### config.mk
export PLATFORM = sky130hd
export DESIGN_NAME = exec_issue_ctrl_flat
export DESIGN_NICKNAME = d
export VERILOG_FILES = /design/src/rtl/exec_issue_ctrl_pkg.sv /design/src/rtl/exec_issue_ctrl_if.sv /design/src/rtl/exec_issue_ctrl_tag_table.sv /design/src/rtl/exec_issue_ctrl.sv /design/src/flat_wrapper.sv
export SDC_FILE = /design/constraint.sdc
export NUM_CORES = 1
export LEC_CHECK = 0
export BUFFER_PORTS_ARGS = -buffer_cell sky130_fd_sc_hd__buf_2
export CORE_AREA = 5 5 174 176
export DETAILED_ROUTE_END_ITERATION = 6
export DIE_AREA = 0 0 179 181
export PLACE_DENSITY = 0.71
export SYNTH_ARGS = -nofsm -noshare
export SYNTH_HDL_FRONTEND = slang
export SYNTH_SLANG_ARGS = --single-unit
### constraint.sdc
create_clock -name i_clk -period 14.4 [get_ports i_clk]
set_input_delay 4.32 -clock i_clk [delete_from_list [all_inputs] [get_ports i_clk]]
set_output_delay 4.32 -clock i_clk [all_outputs]
set_load 0.03 [all_outputs]
### src/rtl/exec_issue_ctrl_pkg.sv
// Shared definitions for the issue controller: execute unit selects, FSM states and sizing.
// The alu_sel codes are also decoded by the execute stage, so keep them stable.
package exec_issue_ctrl_pkg;

    localparam int NUM_TAGS     = 16;
    localparam int TAG_W        = $clog2(NUM_TAGS);
    localparam int MAX_INFLIGHT = 8;
    localparam int NUM_REGS     = 32;
    localparam int REG_W        = $clog2(NUM_REGS);
    localparam int CNT_W        = $clog2(MAX_INFLIGHT + 1);

    typedef enum logic [2:0] {
        ADDER   = 3'd0,
        LOGICAL = 3'd1,
        SHIFTER = 3'd2,
        BRANCH  = 3'd3,
        MEMORY  = 3'd4,
        BYPASS  = 3'd5
    } alu_sel_e;

    typedef enum logic [1:0] {
        S_RUN     = 2'd0,
        S_BR_WAIT = 2'd1,
        S_FLUSH   = 2'd2
    } state_e;

endpackage

### src/rtl/exec_issue_ctrl_if.sv
// Decoded-op handshake between operand fetch (master) and the issue controller (slave).
interface exec_issue_ctrl_if;
    import exec_issue_ctrl_pkg::*;

    logic             op_valid;
    logic             op_ready;
    logic [2:0]       alu_sel;
    logic [REG_W-1:0] rd;
    logic             wr_en;
    logic [REG_W-1:0] rs1;
    logic [REG_W-1:0] rs2;
    logic             rs1_used;
    logic             rs2_used;

    modport master (
        output op_valid, alu_sel, rd, wr_en, rs1, rs2, rs1_used, rs2_used,
        input  op_ready
    );

    modport slave (
        input  op_valid, alu_sel, rd, wr_en, rs1, rs2, rs1_used, rs2_used,
        output op_ready
    );

endinterface

### src/rtl/exec_issue_ctrl_tag_table.sv
// Tag pool: per-tag busy/rd/we bookkeeping, round-robin allocation head and in-flight count.
module exec_tag_table
    import exec_issue_ctrl_pkg::*;
(
    input  logic             i_clk,
    input  logic             i_rst,
    input  logic             i_alloc,
    input  logic [REG_W-1:0] i_alloc_rd,
    input  logic             i_alloc_we,
    input  logic             i_ret_valid,
    input  logic [TAG_W-1:0] i_ret_tag,
    output logic [TAG_W-1:0] o_head,
    output logic             o_head_busy,
    output logic             o_full,
    output logic [CNT_W-1:0] o_count,
    output logic             o_ret_hit,
    output logic [REG_W-1:0] o_ret_rd,
    output logic             o_ret_we
);

    logic [NUM_TAGS-1:0] r_tagBusy;
    logic [NUM_TAGS-1:0] r_weTab;
    logic [REG_W-1:0]    r_rdTab [NUM_TAGS];
    logic [TAG_W-1:0]    r_head;
    logic [CNT_W-1:0]    r_count;
    logic                w_retHit;
    logic [TAG_W-1:0]    w_headNext;

    // A retire naming a tag that is not busy is stale and must not touch the count.
    assign w_retHit    = i_ret_valid & r_tagBusy[i_ret_tag];
    assign w_headNext  = (r_head == TAG_W'(NUM_TAGS - 1)) ? '0 : r_head + TAG_W'(1);

    assign o_head      = r_head;
    assign o_head_busy = r_tagBusy[r_head];
    assign o_full      = (r_count >= CNT_W'(MAX_INFLIGHT));
    assign o_count     = r_count;
    assign o_ret_hit   = w_retHit;
    assign o_ret_rd    = r_rdTab[i_ret_tag];
    assign o_ret_we    = r_weTab[i_ret_tag];

    always_ff @(posedge i_clk or posedge i_rst) begin
        if (i_rst) begin
            r_tagBusy <= '0;
            r_weTab   <= '0;
            r_head    <= '0;
            r_count   <= '0;
            for (int i = 0; i < NUM_TAGS; i++) begin
                r_rdTab[i] <= '0;
            end
        end else begin
            if (w_retHit) begin
                r_tagBusy[i_ret_tag] <= 1'b0;
            end
            if (i_alloc) begin
                r_tagBusy[r_head] <= 1'b1;
                r_rdTab[r_head]   <= i_alloc_rd;
                r_weTab[r_head]   <= i_alloc_we;
                r_head            <= w_headNext;
            end
            if (i_alloc && !w_retHit) begin
                r_count <= r_count + CNT_W'(1);
            end else if (!i_alloc && w_retHit) begin
                r_count <= r_count - CNT_W'(1);
            end
        end
    end

endmodule

### src/rtl/exec_issue_ctrl.sv
// Issue scheduler: RAW scoreboard, memory serialisation and branch-wait/flush FSM
// in front of the tag table.
module exec_issue_ctrl
    import exec_issue_ctrl_pkg::*;
(
    input  logic               i_clk,
    input  logic               i_rst,
    exec_issue_ctrl_if.slave   op_bus,
    output logic               o_issue,
    output logic [TAG_W-1:0]   o_tag,
    input  logic               i_ret_valid,
    input  logic [TAG_W-1:0]   i_ret_tag,
    input  logic               i_br_resolve,
    input  logic               i_jump,
    input  logic               i_mem_done,
    output logic               o_flush,
    output logic [3:0]         o_inflight
);

    state_e            r_state;
    logic              r_issue;
    logic [TAG_W-1:0]  r_tag;
    logic              r_flush;
    logic              r_memBusy;
    logic [CNT_W-1:0]  r_wrCnt [NUM_REGS];

    logic [TAG_W-1:0]  w_head;
    logic              w_headBusy;
    logic              w_full;
    logic [CNT_W-1:0]  w_count;
    logic              w_retHit;
    logic [REG_W-1:0]  w_retRd;
    logic              w_retWe;
    logic              w_raw;
    logic              w_ready;
    logic              w_accept;
    logic              w_isMem;
    logic              w_isBranch;
    logic [NUM_REGS-1:0] w_incVec;
    logic [NUM_REGS-1:0] w_decVec;

    exec_tag_table u_tag_table (
        .i_clk       (i_clk),
        .i_rst       (i_rst),
        .i_alloc     (w_accept),
        .i_alloc_rd  (op_bus.rd),
        .i_alloc_we  (op_bus.wr_en),
        .i_ret_valid (i_ret_valid),
        .i_ret_tag   (i_ret_tag),
        .o_head      (w_head),
        .o_head_busy (w_headBusy),
        .o_full      (w_full),
        .o_count     (w_count),
        .o_ret_hit   (w_retHit),
        .o_ret_rd    (w_retRd),
        .o_ret_we    (w_retWe)
    );

    // Hazard check reads registered writer counts only, so a retire unblocks the next cycle.
    assign w_raw      = (op_bus.rs1_used && (r_wrCnt[op_bus.rs1] != '0))
                      | (op_bus.rs2_used && (r_wrCnt[op_bus.rs2] != '0));
    assign w_isMem    = (op_bus.alu_sel == MEMORY);
    assign w_isBranch = (op_bus.alu_sel == BRANCH);
    assign w_ready    = (r_state == S_RUN) & ~w_headBusy & ~w_full & ~w_raw
                      & ~(r_memBusy & w_isMem);
    assign w_accept   = op_bus.op_valid & w_ready;

    assign op_bus.op_ready = w_ready;
    assign o_issue    = r_issue;
    assign o_tag      = r_tag;
    assign o_flush    = r_flush;
    assign o_inflight = w_count;

    always_comb begin
        w_incVec = '0;
        w_decVec = '0;
        if (w_accept && op_bus.wr_en && (op_bus.rd != '0)) begin
            w_incVec[op_bus.rd] = 1'b1;
        end
        if (w_retHit && w_retWe && (w_retRd != '0)) begin
            w_decVec[w_retRd] = 1'b1;
        end
    end

    // Per-register writer count: a register stays pending while any in-flight op writes it.
    always_ff @(posedge i_clk or posedge i_rst) begin
        if (i_rst) begin
            for (int i = 0; i < NUM_REGS; i++) begin
                r_wrCnt[i] <= '0;
            end
        end else begin
            for (int i = 0; i < NUM_REGS; i++) begin
                if (w_incVec[i] && !w_decVec[i]) begin
                    r_wrCnt[i] <= r_wrCnt[i] + CNT_W'(1);
                end else if (w_decVec[i] && !w_incVec[i]) begin
                    r_wrCnt[i] <= r_wrCnt[i] - CNT_W'(1);
                end
            end
        end
    end

    always_ff @(posedge i_clk or posedge i_rst) begin
        if (i_rst) begin
            r_state   <= S_RUN;
            r_issue   <= 1'b0;
            r_tag     <= '0;
            r_flush   <= 1'b0;
            r_memBusy <= 1'b0;
        end else begin
            r_issue <= w_accept;
            r_flush <= 1'b0;
            if (w_accept) begin
                r_tag <= w_head;
            end
            if (w_accept && w_isMem) begin
                r_memBusy <= 1'b1;
            end else if (i_mem_done) begin
                r_memBusy <= 1'b0;
            end
            case (r_state)
                S_RUN: begin
                    if (w_accept && w_isBranch) begin
                        r_state <= S_BR_WAIT;
                    end
                end
                S_BR_WAIT: begin
                    if (i_br_resolve) begin
                        if (i_jump) begin
                            r_state <= S_FLUSH;
                            r_flush <= 1'b1;
                        end else begin
                            r_state <= S_RUN;
                        end
                    end
                end
                S_FLUSH: begin
                    r_state <= S_RUN;
                end
                default: begin
                    r_state <= S_RUN;
                end
            endcase
        end
    end

endmodule

### src/flat_wrapper.sv
// flat-port wrapper written by rule: the top's interface ports become plain ports
module exec_issue_ctrl_flat import exec_issue_ctrl_pkg::*;
  (i_clk, i_rst, o_issue, o_tag, i_ret_valid, i_ret_tag, i_br_resolve, i_jump, i_mem_done, o_flush, o_inflight, op_bus_op_valid, op_bus_alu_sel, op_bus_rd, op_bus_wr_en, op_bus_rs1, op_bus_rs2, op_bus_rs1_used, op_bus_rs2_used, op_bus_op_ready);
  exec_issue_ctrl_if op_bus_i ();
  input  logic i_clk;
  input  logic i_rst;
  output logic o_issue;
  output logic [TAG_W-1:0] o_tag;
  input  logic i_ret_valid;
  input  logic [TAG_W-1:0] i_ret_tag;
  input  logic i_br_resolve;
  input  logic i_jump;
  input  logic i_mem_done;
  output logic o_flush;
  output logic [3:0] o_inflight;
  input wire logic [$bits(op_bus_i.op_valid)-1:0] op_bus_op_valid;
  input wire logic [$bits(op_bus_i.alu_sel)-1:0] op_bus_alu_sel;
  input wire logic [$bits(op_bus_i.rd)-1:0] op_bus_rd;
  input wire logic [$bits(op_bus_i.wr_en)-1:0] op_bus_wr_en;
  input wire logic [$bits(op_bus_i.rs1)-1:0] op_bus_rs1;
  input wire logic [$bits(op_bus_i.rs2)-1:0] op_bus_rs2;
  input wire logic [$bits(op_bus_i.rs1_used)-1:0] op_bus_rs1_used;
  input wire logic [$bits(op_bus_i.rs2_used)-1:0] op_bus_rs2_used;
  output wire logic [$bits(op_bus_i.op_ready)-1:0] op_bus_op_ready;
  assign op_bus_i.op_valid = op_bus_op_valid;
  assign op_bus_i.alu_sel = op_bus_alu_sel;
  assign op_bus_i.rd = op_bus_rd;
  assign op_bus_i.wr_en = op_bus_wr_en;
  assign op_bus_i.rs1 = op_bus_rs1;
  assign op_bus_i.rs2 = op_bus_rs2;
  assign op_bus_i.rs1_used = op_bus_rs1_used;
  assign op_bus_i.rs2_used = op_bus_rs2_used;
  assign op_bus_op_ready = op_bus_i.op_ready;
  exec_issue_ctrl u_core (.i_clk(i_clk), .i_rst(i_rst), .op_bus(op_bus_i), .o_issue(o_issue), .o_tag(o_tag), .i_ret_valid(i_ret_valid), .i_ret_tag(i_ret_tag), .i_br_resolve(i_br_resolve), .i_jump(i_jump), .i_mem_done(i_mem_done), .o_flush(o_flush), .o_inflight(o_inflight));
endmodule
[Word level (Yosys, flattened, before mapping)]
Cells that the tools add are included.
Word-level totals
  output and inout port bits: 11
  bits in registers: 257
  logic and storage cells: 455
  input bits: 32
Cells by class
  $lt $le $gt $ge: 14
  eq/ne operators: 6
  bitwise operators: 19
  multiplexer cells: 107
  add/subtract/negate cells: 67
  reduce and logical (&&, ||, !) cells: 185
Operators by type and width (number)
  two-way mux 4 bit: 71
  adder 4 x 1 -> 4 bit, second input constant: 34
  subtractor 4 x 1 -> 4 bit, second input constant: 33
  bitwise mux 80 bit: 1
  logical AND 1 bit: 79
  nonzero test 2 bit: 34
  zero test 1 bit: 66
  two-way mux 32 bit: 2
  binary-select mux 4 bit (select 5 bit): 2
  two-way mux 16 bit: 2
  binary-select mux 5 bit (select 4 bit): 1
  demux 5 bit (select 4 bit): 1
  AND 16 bit: 1
  bitwise mux 16 bit: 1
  inverter 16 bit: 1
  OR 16 bit: 1
  two-way mux 5 bit: 3
  binary-select mux 1 bit (select 4 bit): 3
  greater-or-equal comparator 6 bit, second input constant: 2
  < comparator 5 x 6 -> 1 bit, second input constant: 2
  two-way mux 1 bit: 12
  inverter 5 -> 6 bit: 2
  demux 1 bit (select 5 bit): 2
  greater-or-equal comparator 5 x 1 -> 1 bit, second input constant: 2
  21 further kinds: 40

[Longest topological paths before layout]
  depth after elaboration: 18
  gate-level depth with buffers: 19

[Cells and area by module]
From an unflattened synthesis, not the netlist that was laid out.
Unflattened totals
  cell total of the unflattened synthesis: 1261
  area total of the unflattened synthesis: 14906.8 um^2
Modules (own cells, without submodules)
  exec_issue_ctrl: cells each 854, instances 1, area each 9173.8 um^2
  exec_tag_table: cells each 407, instances 1, area each 5733.0 um^2

[Worst setup path after synthesis]
OpenSTA, ideal clock, no wires.
  kind: input to output
  start point: input op_bus_rs1[1]
  end point: output op_bus_op_ready
  data arrival time: 6.108 ns
  path slack: 3.972 ns
  stages: 9
  path buffers: 2
  cell sequence: buf_2 inv_2 nor2_1 nor4_1 or4_4 a2111oi_4 o21ai_2 buf_2 inv_1
On the way
  longest elaborated chain between the ends: 10
Ends and longest elaborated chain
  start, declared: RTL line flat_wrapper.sv:20  | input wire logic [$bits(op_bus_i.rs1)-1:0] op_bus_rs1;
  inverter 5 -> 6 bit (not written as such): RTL line exec_issue_ctrl.sv:60  | assign w_raw = (op_bus.rs1_used && (r_wrCnt[op_bus.rs1] != '0))
  binary-select mux 4 bit (select 5 bit): RTL line exec_issue_ctrl.sv:60
  two-way mux 4 bit (not written as such) (2 in a row): RTL line exec_issue_ctrl.sv:60
  nonzero test 4 bit: RTL line exec_issue_ctrl.sv:60
  logical AND 1 bit: RTL line exec_issue_ctrl.sv:60
  OR 1 bit: RTL line exec_issue_ctrl.sv:61  | | (op_bus.rs2_used && (r_wrCnt[op_bus.rs2] != '0));
  inverter 1 bit: RTL line exec_issue_ctrl.sv:64  | assign w_ready = (r_state == S_RUN) & ~w_headBusy & ~w_full & ~w_raw
  AND 1 bit: RTL line exec_issue_ctrl.sv:64
  AND 1 bit: RTL line exec_issue_ctrl.sv:65  | & ~(r_memBusy & w_isMem);
  end, declared: RTL line flat_wrapper.sv:24  | output wire logic [$bits(op_bus_i.op_ready)-1:0] op_bus_op_ready;
Every way passes these cells. The select of a mux whose other input is x is not followed.

[Worst setup path in the final report]
  start point: input op_bus_rs1[2]
  end point: output op_bus_op_ready
Same word-level chain as after synthesis.

==> summary.md <==
| Metric | Value |
|---|---|
| Die W | `179 µm` |
| Post-synth top flop | `dfrtp_1` |
| R2R Path Start | `u_core.r_wrCnt[112]$_DFFE_PP0P_` |
| Max VDD drop | `0.1048 mV` |
| Synthesized cell area | `approximately 0.015 mm²` |
| Vias/cell | `roughly 5.7` |
| Fin cells | `1,682` |
| Final ANT Viol Nets | `0` |
| #FFs+latches synth | `~260` |
| Nets | `~1,400` |
| Slew margin rel. | `roughly a quarter` |
| Fin. Hold Viols | `0` |
| Total setup buffers inserted after CTS | `0` |
| Area grow syn2layout | `8.624%` |
| Die area | `0.03240 mm²` |
| Outcome | `finished clean` |
| First-pass GRT wire length | `~53 mm` |
| Crit path time final | `10.88 ns` |
| Startpoint Class | `primary input` |
| Core ar. | `0.02847 mm²` |
| Ys Warns | `0` |
| Site Rows | `62` |
| Worst Setup Path Type | `in2out` |
| Netlist cell types | `61` |
| Post-synth EDFFs | `0` |
| Setup WS pre-CTS | `3.557 ns` |
| RSZ-0062 raised after global routing | `false` |
| Slew @ Worst Pin | `1.114 ns` |
| GR Overflow Total | `0` |
| R2R cell count | `17` |
| Hold EP | `u_core.r_wrCnt[99]$_DFFE_PP0P_` |
| Drt wl/cell | `roughly 19 µm` |
| Post-synth top cells | `dfrtp_1, ha_1, nand2_1` |
| Setup TNS | `0 ns` |
| CTS Buf Count | `28` |
| FF-to-FF End | `u_core.r_wrCnt[95]$_DFFE_PP0P_` |
| Worst Slack Setup Final | `~3.5 ns` |
| CTS root buf | `clkbuf_16` |
| Clock sinks | `257` |
| Worst-path clk slew | `0.06 ns` |
| Number of global-route vias before repair | `9,868` |
| Critical Path Fanout Max | `42` |
| Worst hold path depth | `1` |
| Syn avg cell area | `12.21 µm²` |
| Clock Skew | `0.01902 ns` |
| Largest net degree at the start of global routing | `138` |
| CTS tree | `done` |
| Hold crit path type | `reg2reg` |
| Fraction of the cycle the final worst path needs | `75.58%` |
| Mapped Cells | `1,257` |
| Worst reg2reg setup slack | `9.15 ns` |
| Fmax | `0.09189 GHz` |
| Max Root-Sink Buffers | `3` |
| CTS Hold Bufs | `0` |
| Max-cap viol count | `0` |
| Pwr Total | `3.146 mW` |
| Count leader, synth | `dfrtp_1` |
| Layout cell share with drive strength beyond 1 | `20.26%` |
| Post-CTS sizing | `0` |
| Initial antenna violation count | `0` |
| Largest cells by area after synthesis | `dfrtp_1, ha_1, mux2_4` |
| Post-synthesis cell type with the largest combined area | `dfrtp_1` |
| Worst Setup End Kind | `output pin` |
| # setup viols final | `0` |
| First-pass DRT Iterations | `5` |
| Slew Viols, Final | `0` |
| DR iter-0 viols | `636` |
| H-tree Lvls | `1` |
| Initial core utilization | `53.92%` |
| Sequential-to-total area share from yosys stat | `roughly two fifths` |
| Area share of the largest cell type after synthesis | `about two fifths` |
| GPL Wtd Cong | `0.8993` |
| N_diodes | `0` |
| Placed cells | `1,634` |
| Ys async rst share | `100.0%` |
| GRT Resource Usage Total | `between 20% and 30%` |
| PD cells | `188.7 mW/mm²` |
| Vias | `9,661` |
| Arrival time at the worst endpoint | `6.56 ns` |
| DP Wirelength | `22.74 mm` |
| Leak pwr | `approximately 8.0 nW` |
| Data required time of the worst path | `10.08 ns` |
| Hold Crit Start | `u_core.r_wrCnt[99]$_DFFE_PP0P_` |
| DRT Wirelength | `32.23 mm` |
| # DRC | `0` |
| IO buf count | `42` |
| Clock latency on the worst-skew pair | `0.56 ns` |
| Die Ht | `181 µm` |
| Ports | `43` |
| Fin Hold WS | `0.4565 ns` |
| Syn_nets | `~1,400` |
worst max path at each step:
stage                        startpoint                  endpoint  slack (ns)  cells past startpoint
after floorplan                   i_rst  u_core.o_flush$_DFF_PP0_        3.01                      1
after global placement    op_bus_rs1[2]           op_bus_op_ready        3.59                     10
after detailed placement  op_bus_rs1[2]           op_bus_op_ready        3.56                     10
after CTS                 op_bus_rs1[2]           op_bus_op_ready        3.54                     10
after global routing      op_bus_rs1[2]           op_bus_op_ready        3.33                     10
final                     op_bus_rs1[2]           op_bus_op_ready        3.52                     10
flip-flops by register name (all words and copies together) (netlist names):
signal	flops
u_core.u_tag_table.r_weTab	16
u_core.u_tag_table.o_head	4
u_core.u_tag_table.r_tagBusy	16
u_core.r_wrCnt	128
u_core.u_tag_table.r_rdTab	80
u_core.o_issue	1
u_core.r_state	2
u_core.r_memBusy	1
u_core.u_tag_table.o_count	4
u_core.o_tag	4
u_core.o_flush	1
area by class of cell:
cell class,count,area (µm²)
Fill cell,2291,11800
Multi-Input combinational cell,894,8441
Sequential cell,257,6431
Clock buffer,43,817.0
Tap cell,384,480.5
Timing Repair Buffer,48,255.2
Inverter,51,198.9
Clock inverter,5,50.05
worst max-delay path: stages:
cell	delay [ns]
buf_2	0.15
clkinv_1	0.24
mux4_2	0.48
and2_1	0.16
o211ai_1	0.18
nand3_1	0.13
o21ai_2	0.16
buf_4	0.38
inv_1	0.13
buf_2	0.20
kinds of logic (layout without fill, tap and decap cells):
kind of cell               count (synthesis)  count (layout)  share of synthesized area, %
AOI/OAI and AO/OA                        147             147                         6.032
adders and majority gates                136             136                         12.70
buffers and inverters                    106             147                         3.114
other                                      2               2                       0.04893
and+or+nand+nor                          287             287                         9.293
xor gates and xnor gates                 133             133                         7.589
muxes                                    189             189                         19.33
DFF                                      257             257                         41.90
routing by layer:
layer	wire length (µm)	vias up	GRT usage, %	share of wire (%)
met2	15340	263	32.84	48
met3	1818	52	3.282	5.6
li1	-	4512	-	-
met5	0	-	0	0
met4	731	0	4.943	2.3
met1	14340	4834	28.55	44
cell usage in the layout, fill, tap and decap left out, types with 5 or more instances in the layout:
master	synthesis	layout
mux2_2	35	35
buf_4	6	6
fa_1	33	33
o21ai_0	51	51
or3_1	14	14
nor4_1	47	47
nor2_1	55	55
mux2_1	18	18
a21o_1	33	33
nand2b_1	11	11
nor3_1	18	18
or4_1	12	12
nand3b_1	6	6
ha_1	103	103
dfrtp_1	257	257
a21oi_1	36	36
nand2_1	101	101
buf_2	10	42
mux2_4	84	84
xnor2_1	99	99
xor2_1	34	34
clkbuf_1	28	9
inv_1	49	48
clkbuf_8	0	6
mux2i_1	5	5
clkbuf_16	0	28
mux4_2	47	47
power by group:
part           internal (mW)  total (mW)  switching, mW
clock                  0.389       0.683          0.293
combinational          0.670        1.26          0.587
sequential             0.978        1.21          0.229
metrics by stage:
step	instance area [µm²]	utilization, %
floorplan	15350	-
global placement	15810	55.52
detailed placement	15810	55.52
CTS	16670	58.57
global route	16670	58.57
finish	16670	58.57
Power figures use the tool's default switching activity.
